==> src/rtl/move_sequencer_pkg.sv <==
// Shared constants, state encoding and step helper for the move sequencer.
package move_sequencer_pkg;

    localparam int unsigned COORD_W = 10;
    localparam int unsigned SCORE_W = 4;
    localparam int unsigned TCNT_W  = 10;

    // Playfield bounds and start position (block centre, pixels)
    localparam int unsigned PF_X_START = 324;
    localparam int unsigned PF_Y_START = 415;
    localparam int unsigned PF_X_MIN   = 316;
    localparam int unsigned PF_X_MAX   = 611;
    localparam int unsigned PF_Y_MIN   = 127;
    localparam int unsigned PF_Y_MAX   = 422;
    localparam int unsigned PF_STEP    = 1;
    localparam int unsigned PF_TIMEOUT = 1023;

    // 12-bit RGB colours shared with the renderer
    localparam logic [11:0] COLOR_BG     = 12'h000;
    localparam logic [11:0] COLOR_WALL   = 12'h00F;
    localparam logic [11:0] COLOR_PLAYER = 12'hFF0;
    localparam logic [11:0] COLOR_COIN   = 12'hFD0;
    localparam logic [11:0] COLOR_FINISH = 12'h0F0;

    typedef enum logic [2:0] {
        S_IDLE  = 3'b001,
        S_PROBE = 3'b010,
        S_DONE  = 3'b100
    } state_t;

    // Move one coordinate by step in the given direction and clamp to [lo, hi]
    function automatic logic [COORD_W-1:0] step_clamp(
        input logic [COORD_W-1:0] pos,
        input logic               inc,
        input logic [2:0]         step,
        input logic [COORD_W-1:0] lo,
        input logic [COORD_W-1:0] hi
    );
        logic [COORD_W:0] t;
        if (inc) begin
            t = {1'b0, pos} + (COORD_W+1)'(step);
        end else if ({1'b0, pos} < (COORD_W+1)'(step)) begin
            t = '0;
        end else begin
            t = {1'b0, pos} - (COORD_W+1)'(step);
        end
        if (t < {1'b0, lo}) begin
            t = {1'b0, lo};
        end else if (t > {1'b0, hi}) begin
            t = {1'b0, hi};
        end
        return t[COORD_W-1:0];
    endfunction

endpackage

==> src/rtl/move_sequencer_step_calc.sv <==
// Direction priority, step and clamp: proposes the next block centre.
module move_sequencer_step_calc
    import move_sequencer_pkg::*;
#(
    parameter int unsigned X_MIN = PF_X_MIN,
    parameter int unsigned X_MAX = PF_X_MAX,
    parameter int unsigned Y_MIN = PF_Y_MIN,
    parameter int unsigned Y_MAX = PF_Y_MAX,
    parameter int unsigned STEP  = PF_STEP
) (
    input  logic [COORD_W-1:0] xpos,
    input  logic [COORD_W-1:0] ypos,
    input  logic               Up,
    input  logic               Down,
    input  logic               Left,
    input  logic               Right,
    output logic [COORD_W-1:0] xprobe_c,
    output logic [COORD_W-1:0] yprobe_c,
    output logic               move_c
);

    // Right > Left > Up > Down; only one axis moves. Up is toward smaller y.
    always_comb begin
        xprobe_c = xpos;
        yprobe_c = ypos;
        if (Right) begin
            xprobe_c = step_clamp(xpos, 1'b1, 3'(STEP), COORD_W'(X_MIN), COORD_W'(X_MAX));
        end else if (Left) begin
            xprobe_c = step_clamp(xpos, 1'b0, 3'(STEP), COORD_W'(X_MIN), COORD_W'(X_MAX));
        end else if (Up) begin
            yprobe_c = step_clamp(ypos, 1'b0, 3'(STEP), COORD_W'(Y_MIN), COORD_W'(Y_MAX));
        end else if (Down) begin
            yprobe_c = step_clamp(ypos, 1'b1, 3'(STEP), COORD_W'(Y_MIN), COORD_W'(Y_MAX));
        end
        move_c = (xprobe_c != xpos) || (yprobe_c != ypos);
    end

endmodule

==> src/rtl/move_sequencer.sv <==
// Player block move sequencer: proposes a step, waits for the renderer's
// collision probe, then commits or rejects it and tracks coins/finish.
module move_sequencer
    import move_sequencer_pkg::*;
#(
    parameter int unsigned X_START = PF_X_START,
    parameter int unsigned Y_START = PF_Y_START,
    parameter int unsigned X_MIN   = PF_X_MIN,
    parameter int unsigned X_MAX   = PF_X_MAX,
    parameter int unsigned Y_MIN   = PF_Y_MIN,
    parameter int unsigned Y_MAX   = PF_Y_MAX,
    parameter int unsigned STEP    = PF_STEP,
    parameter int unsigned TIMEOUT = PF_TIMEOUT
) (
    input  logic               clk,
    input  logic               Reset,
    input  logic               move_tick,
    input  logic               Up,
    input  logic               Down,
    input  logic               Left,
    input  logic               Right,
    input  logic               probe_done,
    input  logic               probe_wall,
    input  logic               probe_coin,
    input  logic               probe_finish,
    output logic               probe_req,
    output logic [COORD_W-1:0] xprobe,
    output logic [COORD_W-1:0] yprobe,
    output logic [COORD_W-1:0] xpos,
    output logic [COORD_W-1:0] ypos,
    output logic [SCORE_W-1:0] score,
    output logic               done,
    output logic               busy
);

    state_t              state;
    logic [TCNT_W-1:0]   tcnt;
    logic [COORD_W-1:0]  xprobe_c;
    logic [COORD_W-1:0]  yprobe_c;
    logic                move_c;

    move_sequencer_step_calc #(
        .X_MIN (X_MIN),
        .X_MAX (X_MAX),
        .Y_MIN (Y_MIN),
        .Y_MAX (Y_MAX),
        .STEP  (STEP)
    ) u_step_calc (
        .xpos     (xpos),
        .ypos     (ypos),
        .Up       (Up),
        .Down     (Down),
        .Left     (Left),
        .Right    (Right),
        .xprobe_c (xprobe_c),
        .yprobe_c (yprobe_c),
        .move_c   (move_c)
    );

    // Probe/commit FSM with timeout; every output is a register
    always_ff @(posedge clk) begin
        if (Reset) begin
            state     <= S_IDLE;
            tcnt      <= '0;
            probe_req <= 1'b0;
            busy      <= 1'b0;
            done      <= 1'b0;
            score     <= '0;
            xpos      <= COORD_W'(X_START);
            ypos      <= COORD_W'(Y_START);
            xprobe    <= COORD_W'(X_START);
            yprobe    <= COORD_W'(Y_START);
        end else begin
            case (state)
                S_IDLE: begin
                    if (move_tick && move_c) begin
                        xprobe    <= xprobe_c;
                        yprobe    <= yprobe_c;
                        tcnt      <= '0;
                        probe_req <= 1'b1;
                        busy      <= 1'b1;
                        state     <= S_PROBE;
                    end
                end
                S_PROBE: begin
                    if (probe_done && !probe_wall) begin
                        // Commit; xprobe already equals the new position
                        xpos      <= xprobe;
                        ypos      <= yprobe;
                        probe_req <= 1'b0;
                        busy      <= 1'b0;
                        if (probe_coin && (score != '1)) begin
                            score <= score + SCORE_W'(1);
                        end
                        if (probe_finish) begin
                            done  <= 1'b1;
                            state <= S_DONE;
                        end else begin
                            state <= S_IDLE;
                        end
                    end else if (probe_done || (tcnt == TCNT_W'(TIMEOUT - 1))) begin
                        // Wall hit or renderer never answered: drop the probe
                        xprobe    <= xpos;
                        yprobe    <= ypos;
                        probe_req <= 1'b0;
                        busy      <= 1'b0;
                        state     <= S_IDLE;
                    end else begin
                        tcnt <= tcnt + TCNT_W'(1);
                    end
                end
                S_DONE: begin
                    probe_req <= 1'b0;
                    busy      <= 1'b0;
                    done      <= 1'b1;
                end
                default: begin
                    state     <= S_IDLE;
                    probe_req <= 1'b0;
                    busy      <= 1'b0;
                end
            endcase
        end
    end

endmodule

==> config.mk <==
export PLATFORM = sky130hd
export DESIGN_NAME = move_sequencer
export DESIGN_NICKNAME = d
export VERILOG_FILES = /design/src/rtl/move_sequencer_pkg.sv /design/src/rtl/move_sequencer_step_calc.sv /design/src/rtl/move_sequencer.sv
export SDC_FILE = /design/constraint.sdc
export NUM_CORES = 1
export LEC_CHECK = 0
export BUFFER_PORTS_ARGS = -buffer_cell sky130_fd_sc_hd__buf_4
export CAP_MARGIN = 10
export CORE_ASPECT_RATIO = 1.75
export CORE_MARGIN = 3
export CORE_UTILIZATION = 55
export DETAILED_ROUTE_END_ITERATION = 12
export GPL_ROUTABILITY_DRIVEN = 0
export PLACE_DENSITY_LB_ADDON = 0.1
export SETUP_SLACK_MARGIN = 0.4
export SLEW_MARGIN = 20
export SYNTH_ARGS = -nofsm -noshare
export SYNTH_HDL_FRONTEND = slang
export SYNTH_HIERARCHICAL = 1
export SYNTH_SLANG_ARGS = --single-unit
==> constraint.sdc <==
create_clock -name clk -period 5 [get_ports clk]
set_clock_uncertainty 0.15 [all_clocks]
set_input_delay 0.75 -clock clk [delete_from_list [all_inputs] [get_ports clk]]
set_output_delay 0.75 -clock clk [all_outputs]
set_load 0.01 [all_outputs]
==> results by group <==
Run status
  – Status: completed

STA
  – RSZ-0062 raised after global routing: true
  – Setup_tns: 0 ns
  – Final setup margin: 0.4573 ns
  – Final period util: around nine tenths
  – Worst slew pin tran: 0.8429 ns
  – Maximum clock frequency: between 200 and 250 MHz
  – Final max-slew violation count: 0
  – Slew Limit Headroom: 43.67%
  – Fin crit period: 4.543 ns
  – Hold Vio Cnt, Final: 0
  – Final setup viols: 0

GRT
  – Largest net degree at the start of global routing: 53
  – Global-route usage over all layers: 35.65%
  – First-pass GRT wire length: 35.01 mm
  – Routing usage on met1: 40.84%
  – Total grt overflow: 0
  – Grt met3 use: 4.908%
  – Busiest grt layer: met2
  – Number of global-route vias before repair: about 6800
  – Met2 Resource Use GR: 62.24%
  – Initial antenna violation count: 0

Yosys
  – Netlist cell types: 87
  – Top cell type's share of synthesized area: 19.98%
  – Post-Synthesis Cells: 855
  – Syn Nets: 875
  – Asr flop ratio synth: 0%
  – Warnings from Yosys: 6
  – Yosys reg bits: 59
  – Most frequent cell after synthesis: nand2_1
  – Synth area leader: dfxtp_1
  – Sequential area share after synthesis: about a fifth
  – Mapped Area: roughly 5900 um^2
  – Ys flop type: dfxtp_1
  – Synth top area cells: dfxtp_1 (20%), nand2_1 (9.3%), a21oi_1 (5.6%), nor2_1 (4.9%), mux2i_1 (3.7%)
  – Top post-synthesis cells by count: nand2_1 (147), nor2_1 (77), a21oi_1 (66), dfxtp_1 (59), clkbuf_1 (41)
  – Avg Cell Area, Syn: 6.913 um^2
  – Post-synth EDFFs: 0

Place
  – I/O Buffers: 57
  – Post-Place Worst Slack: 0.04370 ns
  – HPWL Detailed: 15.65 mm

Setup path
  – Worst setup path startpoint: xpos[1]
  – Slowest-stage cell, CP: or4b_4
  – CP Max Fanout: 8
  – Worst R2R Path Depth: 18
  – R2R setup slack: 0.46 ns
  – Worst setup SP type: register
  – Setup CP Type: reg2reg
  – Crit end category: register
  – Crit path largest cell delay: 0.50 ns
  – Crit path DAT: 4.60 ns
  – Critical path cell sequence: clkinv_4 > ha_4 > or4b_4 > o31a_1 > o32ai_4 > a211oi_2 > buf_4 > o221ai_2 > nand4_1 > nor4_2 > nand4_1 > or4_4 > nand2_2 > nand2_2 > o211ai_1 > buf_4 > buf_6 > mux2_4
  – R2r endpoint: xprobe[0]
  – Reg-to-reg critical path startpoint: xpos[1]
  – Req. time, crit path: ~5 ns

Clock tree
  – Worst-skew pair later-pin latency: 0.32 ns
  – Clk sinks: between 50 and 60
  – CTS Root Cell: clkbuf_16
  – H-tree depth: 3
  – Clock-pin slew on the worst setup and hold paths: 0.06 ns
  – CTS max path bufs: 2
  – CTS tree: yes
  – CTS buffer count: 9
  – Cts hold-fix bufs: 0

Die
  – # rows: 49
  – Die Area: 12080 um^2
  – Num ports: 58
  – Die X: roughly 84 um
  – Core region area: 10360 um^2
  – Die height: between 100 and 150 um
  – Initial Util: a little under three fifths

Worst hold path
  – Worst hold stages: 2
  – HP Class: reg2reg
  – WHS Endpoint: done
  – Hold Startpoint: done

Routing
  – Mean routed wirelength per cell: 21.01 um
  – DR vias: 7368
  – Routed wire length: 22.31 mm
  – DRC Markers: 0
  – Antenna Nets Post-Route: 0
  – TritonRoute pass-1 iters: 8
  – Via/cell ratio: between 6 and 7
  – Iter 0 DRT Violations: 790

Cells and area
  – Area of the multi-input gates: 4519 um^2
  – Fill count: 828
  – Nets: 950
  – Diodes inserted: 0
  – Area delta synth->final: 24.26%
  – Reg area: 1209 um^2
  – Layout cells sized above 1: roughly a quarter

Power
  – Total power: around 1.4 mW
  – Peak VDD IR: 0.2968 mV
  – P_leak: 3.037 nW
  – Cell Pwr Density: approximately 190 nW/um^2

Run
  – Max-capacitance violation count: 0
-- flip-flops by register name, summed over array words and instances (netlist names) --
register  count
yprobe       10
xpos         10
state         3
done          1
tcnt         10
busy          1
xprobe       10
ypos         10
score         4
-- worst max-delay path: cells and delay by family, from the launching register on --
kind / cells / cell delay, ns
flip-flops: 1 / 0.38
AND/OR/NAND/NOR: 7 / 1.59
adder cells (fa/ha/maj): 1 / 0.11
multiplexers: 1 / 0.29
AO/OA/AOI/OAI: 5 / 1.33
buffers and inverters: 4 / 0.58
-- placed cells by master, fill, tap and decap left out, types with 19 or more instances in the layout --
master / n
inv_1: 20
a21oi_1: 64
nor3_1: 19
nor2_1: 76
nand2_1: 143
o21ai_0: 38
buf_4: 128
nand4_1: 23
dfxtp_1: 47
mux2i_1: 22
nand3_1: 32
and3_1: 19
-- through the flow --
stage	utilization, %	hold WS, ns	instances	instance area [um^2]
finish	70.89	0.2968	1062	7345
global route	70.89	0.3307	1062	7345
CTS	67.97	0.2995	1043	7043
detailed placement	63.81	0.2909	1021	6611
global placement	63.81	0.2839	1021	6611
floorplan	-	0.2847	855	5931
-- where the power goes --
| part | total, mW | switching, mW | internal, mW |
|---|---|---|---|
| sequential | 0.501 | 0.0181 | 0.483 |
| clock | 0.622 | 0.223 | 0.399 |
| combinational | 0.284 | 0.159 | 0.124 |
-- kinds of logic after synthesis --
| logic type | after synthesis | share of synthesized area (%) |
|---|---|---|
| simple gates | 400 | 33.19 |
| fa+ha+maj | 9 | 1.905 |
| flops | 59 | 19.98 |
| xor+xnor | 12 | 1.778 |
| mux | 34 | 6.647 |
| buf+inv | 94 | 6.901 |
| compound gates | 247 | 29.59 |
-- per-layer routing --
metal | part of all wire [%] | vias up
met5 | 0 | -
met4 | 7.4 | 0
met3 | 8.2 | 141
met2 | 49 | 536
met1 | 35 | 3387
li1 | - | 3304
-- timing repair --
item	CTS	global route
setup endpoints to repair	32	31
pin swaps	6	13
gates resized for setup	21	43
buffers inserted	4	19
cloned	2	0
-- layout make-up --
class,count,area share [%]
tap,127,2.164
clock buffer,10,3.254
sequential,59,16.46
inverter,24,1.397
multi-input combinational,702,61.53
timing repair buffer,134,14.31
clock inverter,6,0.8859
-- worst max path at each step --
stage	to	cells past startpoint
floorplan	xprobe[0]	18
global placement	xprobe[9]	17
detailed placement	xprobe[5]	17
CTS	yprobe[5]	16
global route	xprobe[0]	18
finish	xprobe[0]	18
Note: power is estimated with default switching activity, not from simulation.
